`src/rtl/rocc_cmd_issuer.sv`:
```
// Core-side RoCC initiator: registers decoded custom instructions onto the cmd channel, tracks
// destination registers awaiting responses, buffers responses for writeback, and handles fence/timeout.
module rocc_cmd_issuer #(
  parameter int XLEN            = 64,
  parameter int MAX_OUTSTANDING = 4,
  parameter int TIMEOUT         = 1024
) (
  input  logic            clock,
  input  logic            reset,
  input  logic            req_valid,
  output logic            req_ready,
  input  logic [31:0]     req_inst,
  input  logic [XLEN-1:0] req_rs1_data,
  input  logic [XLEN-1:0] req_rs2_data,
  output logic            rocc_cmd_valid,
  input  logic            rocc_cmd_ready,
  output logic [31:0]     rocc_cmd_inst,
  output logic [XLEN-1:0] rocc_cmd_rs1,
  output logic [XLEN-1:0] rocc_cmd_rs2,
  input  logic            rocc_resp_valid,
  output logic            rocc_resp_ready,
  input  logic [4:0]      rocc_resp_rd,
  input  logic [XLEN-1:0] rocc_resp_data,
  input  logic            rocc_busy,
  output logic            wb_valid,
  input  logic            wb_ready,
  output logic [4:0]      wb_rd,
  output logic [XLEN-1:0] wb_data,
  input  logic            fence_req,
  output logic            fence_done,
  output logic [31:0]     pending_mask,
  output logic [1:0]      err
);

  localparam int            TW      = $clog2(TIMEOUT);
  localparam logic [TW-1:0] T_MAX   = TW'(TIMEOUT - 1);
  localparam logic [7:0]    MAX_OUT = 8'(MAX_OUTSTANDING);

  typedef enum logic [1:0] {IDLE, DRAIN, DONE} fence_state_e;

  fence_state_e  state_q, state_d;
  logic [7:0]    outstanding_q;
  logic [TW-1:0] timer_q;
  logic [31:0]   pending_d;

  logic       req_xd, req_xs1, req_xs2;
  logic [4:0] req_rd, req_rs1, req_rs2;
  logic       hazard, credit, req_fire, issue_xd;
  logic       resp_fire, wb_fire, resp_unexpected, drained;

  assign req_rd  = req_inst[11:7];
  assign req_xs2 = req_inst[12];
  assign req_xs1 = req_inst[13];
  assign req_xd  = req_inst[14];
  assign req_rs1 = req_inst[19:15];
  assign req_rs2 = req_inst[24:20];

  // Hazard looks only at the registered mask, so a register freed this cycle is usable next cycle.
  assign hazard = (req_xd  && pending_mask[req_rd])  ||
                  (req_xs1 && pending_mask[req_rs1]) ||
                  (req_xs2 && pending_mask[req_rs2]);
  assign credit    = !req_xd || (outstanding_q < MAX_OUT);
  assign req_ready = (!rocc_cmd_valid || rocc_cmd_ready) && !hazard && credit && (state_q == IDLE);
  assign req_fire  = req_valid && req_ready;
  assign issue_xd  = req_fire && req_xd;

  assign rocc_resp_ready = !wb_valid || wb_ready;
  assign resp_fire       = rocc_resp_valid && rocc_resp_ready;
  assign wb_fire         = wb_valid && wb_ready;
  assign resp_unexpected = (outstanding_q == 8'd0) ||
                           ((rocc_resp_rd != 5'd0) && !pending_mask[rocc_resp_rd]);
  assign drained = !rocc_cmd_valid && (outstanding_q == 8'd0) && !wb_valid && !rocc_busy;

  // NOTE: every signal written in always_comb takes a default first so no latch is inferred.
  always_comb begin
    pending_d = pending_mask;
    if (wb_fire)                       pending_d[wb_rd]  = 1'b0;
    if (issue_xd && req_rd != 5'd0)    pending_d[req_rd] = 1'b1;
    pending_d[0] = 1'b0;
  end

  // NOTE: sequential state uses non-blocking assignments so every register samples pre-edge values.
  always_ff @(posedge clock) begin
    if (reset) begin
      rocc_cmd_valid <= 1'b0;
      wb_valid       <= 1'b0;
      pending_mask   <= '0;
      outstanding_q  <= '0;
      timer_q        <= '0;
      err            <= '0;
    end else begin
      if (req_fire)            rocc_cmd_valid <= 1'b1;
      else if (rocc_cmd_ready) rocc_cmd_valid <= 1'b0;

      if (resp_fire)     wb_valid <= 1'b1;
      else if (wb_ready) wb_valid <= 1'b0;

      pending_mask <= pending_d;

      // Simultaneous issue and response cancel; a stray response never drives the count below 0.
      if (issue_xd && !resp_fire)
        outstanding_q <= outstanding_q + 8'd1;
      else if (!issue_xd && resp_fire && outstanding_q != 8'd0)
        outstanding_q <= outstanding_q - 8'd1;

      if (outstanding_q == 8'd0 || resp_fire) timer_q <= '0;
      else if (timer_q != T_MAX)              timer_q <= timer_q + TW'(1);

      if (timer_q == T_MAX)             err[0] <= 1'b1;
      if (resp_fire && resp_unexpected) err[1] <= 1'b1;
    end
  end

  // NOTE: payload registers carry no reset; their valid bits decide whether they mean anything.
  always_ff @(posedge clock) begin
    if (req_fire) begin
      rocc_cmd_inst <= req_inst;
      rocc_cmd_rs1  <= req_rs1_data;
      rocc_cmd_rs2  <= req_rs2_data;
    end
    if (resp_fire) begin
      wb_rd   <= rocc_resp_rd;
      wb_data <= rocc_resp_data;
    end
  end

  always_ff @(posedge clock) begin
    if (reset) state_q <= IDLE;
    else       state_q <= state_d;
  end

  always_comb begin
    state_d    = state_q;
    fence_done = 1'b0;
    case (state_q)
      IDLE:  if (fence_req) state_d = DRAIN;
      DRAIN: if (drained)   state_d = DONE;
      DONE: begin
        fence_done = 1'b1;
        state_d    = IDLE;
      end
      default: state_d = IDLE;
    endcase
  end

endmodule

```
`config.mk`:
```
export PLATFORM = sky130hd
export DESIGN_NAME = rocc_cmd_issuer
export DESIGN_NICKNAME = d
export VERILOG_FILES = /design/src/rtl/rocc_cmd_issuer.sv
export SDC_FILE = /design/constraint.sdc
export NUM_CORES = 1
export LEC_CHECK = 0
export BUFFER_PORTS_ARGS = -buffer_cell sky130_fd_sc_hd__buf_2
export CELL_PAD_IN_SITES_DETAIL_PLACEMENT = 1
export CELL_PAD_IN_SITES_GLOBAL_PLACEMENT = 1
export CORE_AREA = 3 3 197 199
export DETAILED_ROUTE_END_ITERATION = 6
export DIE_AREA = 0 0 200 202
export HOLD_SLACK_MARGIN = 0.15
export PLACE_DENSITY_LB_ADDON = 0.1
export SYNTH_ARGS = -nofsm -noshare
export SYNTH_HDL_FRONTEND = slang
export SYNTH_SLANG_ARGS = --single-unit
```
`constraint.sdc`:
```
create_clock -name clock -period 12.58 [get_ports clock]
set_clock_uncertainty 0.2 [all_clocks]
set_input_delay 2.516 -clock clock [delete_from_list [all_inputs] [get_ports clock]]
set_output_delay 2.516 -clock clock [all_outputs]
set_load 0.01 [all_outputs]
```
==> key figures <==
Clock tree
  • Cts hold-fix bufs: 0
  • Worst skew pair latency: 0.51 ns
  • Post-CTS Setup Inserts: 0
  • Clk sink count: 284
  • CTS Root Cell: clkbuf_16
  • Clock Pin Slew Worst Setup and Hold Paths: 0.05 ns
  • CTS HTree Levels: 2
  • Total CTS buffers: 34
  • Post_cts resized: 0
  • Clock buffer depth: 3
  • CTS tree: done

Global route
  • Initial antenna violation count: 17
  • Maximum number of pins on one net before global-route repair: 86
  • First-pass GRT wire length: 58,300 µm
  • GR Util All Layers: 19.8%
  • Overflow after GRT: 0
  • Number of global-route vias before repair: 8,199

Power
  • Pwr Total: 2.41 mW
  • Maximum VDD drop: 0.0606 mV
  • PwrDens: 162 mW/mm²
  • P_leak: 6.01 nW

Die
  • Core Region: 0.0374 mm²
  • Total Die Area: 0.0404 mm²
  • Initial Utilization: 28.7%
  • Row count: 71
  • DIE WIDTH: 200 µm
  • Ports: 505
  • Die height: 202 µm

Setup path
  • R2r setup slk: 7.82 ns
  • Crit path cell chain: buf_2 > mux4_2 > mux2_2 > or3_1 > o21ai_1 > o211ai_1 > a21oi_1 > buf_2
  • Worst setup path class: in2out
  • Worst path slowest cell: mux4_2
  • RR Startpoint: pending_mask[21]
  • Worst setup EP type: output pin
  • Reg2reg end: outstanding_q[7]
  • Largest fanout on the critical path: 11
  • Most frequent CP cell: buf_2
  • Worst-case reg-to-reg path depth: 16
  • Req. time, crit path: 9.86 ns
  • Arrival time at the worst endpoint: 4.77 ns
  • Longest individual stage delay on the worst path: 0.54 ns
  • CP startpoint kind: input port

Yosys
  • Gate Count Post-Synth: 663
  • Count leader, synth: edfxtp_1
  • Top FF cell, synth: edfxtp_1
  • Synth warn: 0
  • Synth top area cells: edfxtp_1, dfxtp_1, mux4_2
  • Post-synth net total: 908
  • Seq/Total Area, Yosys: 74.3%
  • Synth Register Bits: 284
  • Synth unique cells: 54
  • Most common library cells after synthesis: edfxtp_1, dfxtp_1, nand2_1, nor2b_1
  • Post-Syn Area: 0.0107 mm²
  • Area fraction of the dominant cell type after synthesis: 64.0%
  • Post-synth top area cell: edfxtp_1
  • EDFF count, synth: 229
  • Syn avg cell area: 16.2 µm²
  • Post-synth ARST share: 0%

Placed design
  • Routability congestion estimate from global placement: 0.790
  • Placed instance count: 1,653
  • IO Port Bufs: 503
  • Post-DP HPWL: 32,400 µm

Worst hold path
  • Hold EP: err[0]
  • Hold Path Depth: 2
  • Worst Hold Class: reg2reg
  • Min-delay src: err[0]

STA
  • Max frequency: 134 MHz
  • Final Slew Violations: 0
  • Setup TNS: 0 ns
  • Tmin final: 7.49 ns
  • Period utilization: 59.5%
  • Max_slew headroom: 24.9%
  • Final setup violation count: 0
  • RSZ-0062 raised after global routing: no
  • Final hold violation count: 0
  • Worst-Margin Slew: 1.13 ns

Run
  • Max_cap viols: 0

Drt
  • Vias post-DR: 8,017
  • Wire per inst: 24.3 µm
  • Routed Antenna Nets: 0
  • Iteration-0 DRC Markers: 443
  • Final wirelength: 41,900 µm
  • Residual DRC count: 0
  • Pre-Repair DR Iteration Count: 5
  • Routed vias/inst: 4.66

Outcome
  • Outcome: complete, no violations

Cells and area
  • Non-Filler Instances: 1,722
  • Share of cells above drive strength 1: 49.0%
  • Final Net Count: 1,423
  • Area growth syn-to-layout: 38.4%
## final cells by class
cell class | count | area [µm²]
inverters | 7 | 26.3
clock buffers | 50 | 952
clock inverters | 9 | 75.1
multi-input cells | 344 | 2630
well taps | 511 | 639
flip-flops and latches | 284 | 7980
fillers | 4035 | 22500
diodes | 10 | 25.0
repair buffers | 507 | 2550
## critical path: cells and delay by family
family / cells / cell delay, ns
AO/OA/AOI/OAI: 3 / 0.69
buffers and inverters: 2 / 0.46
multiplexers: 2 / 0.81
AND/OR/NAND/NOR: 1 / 0.30
## state kept, by name (all words and copies together), names as in the netlist, 5 cells and up
signal,count
outstanding_q,8
timer_q,10
rocc_cmd_rs1,64
wb_data,64
wb_rd,5
rocc_cmd_rs2,64
rocc_cmd_inst,32
pending_mask,31
## cell families after synthesis
kind of cell | Yosys count | share of synthesized area, %
buffers and inverters | 35 | 1.28
DFF | 284 | 74.3
adders and majority gates | 8 | 1.00
AOI/OAI and AO/OA | 94 | 5.84
muxes | 57 | 7.79
xor gates and xnor gates | 10 | 0.815
and+or+nand+nor | 174 | 8.98
other | 1 | 0.0349
## worst max path at each step
stage / startpoint / to / slack, ns
after floorplan: req_inst[21] / rocc_cmd_inst[0] / 3.83
after global placement: req_inst[21] / req_ready / 5.05
after detailed placement: req_inst[21] / req_ready / 5.06
after CTS: req_inst[21] / req_ready / 5.05
after global routing: req_inst[21] / req_ready / 4.92
final: req_inst[21] / req_ready / 5.09
## per-stage QoR
step | area, µm² | worst slack [ns] | util (%) | hold WS (ns)
after floorplan | 10700 | 3.83 | - | 0.239
after global placement | 13800 | 5.05 | 37.0 | 0.236
after detailed placement | 13800 | 5.06 | 37.0 | 0.249
after CTS | 14800 | 5.05 | 39.7 | 0.258
after global routing | 14900 | 4.92 | 39.7 | 0.281
final | 14900 | 5.09 | 39.8 | 0.249
## where the power goes
group / switching (mW) / internal [mW]
logic: 0.215 / 0.142
registers: 0.0290 / 1.11
clock network: 0.379 / 0.545
total: 0.623 / 1.79
## per-layer routing
| metal | global-route usage [%] | vias up | wire length [µm] |
|---|---|---|---|
| met5 | 0 | - | 113 |
| met4 | 7.05 | 16 | 1420 |
| met3 | 6.73 | 82 | 3630 |
| met2 | 33.3 | 313 | 20500 |
| met1 | 23.6 | 3990 | 16300 |
| li1 | - | 3616 | - |
## placed cells by master (no fill, tap or decap), types with 6 or more instances in the layout
cell type,Yosys,routed
nand2b_1,6,6
dfxtp_1,55,55
o21ai_0,22,22
edfxtp_1,229,229
nand3_1,12,12
nand2_1,33,33
mux2_2,13,13
nor2_1,30,30
or3_1,7,7
buf_2,2,503
diode_2,0,10
clkbuf_16,0,35
mux4_2,20,20
mux2i_1,24,24
inv_1,7,6
a21oi_1,14,14
clkbuf_1,22,13
o31ai_1,30,30
nand3b_1,22,22
ha_1,7,7
nor2b_1,33,33
xnor2_1,6,6
Note: power is estimated with default switching activity, not from simulation.
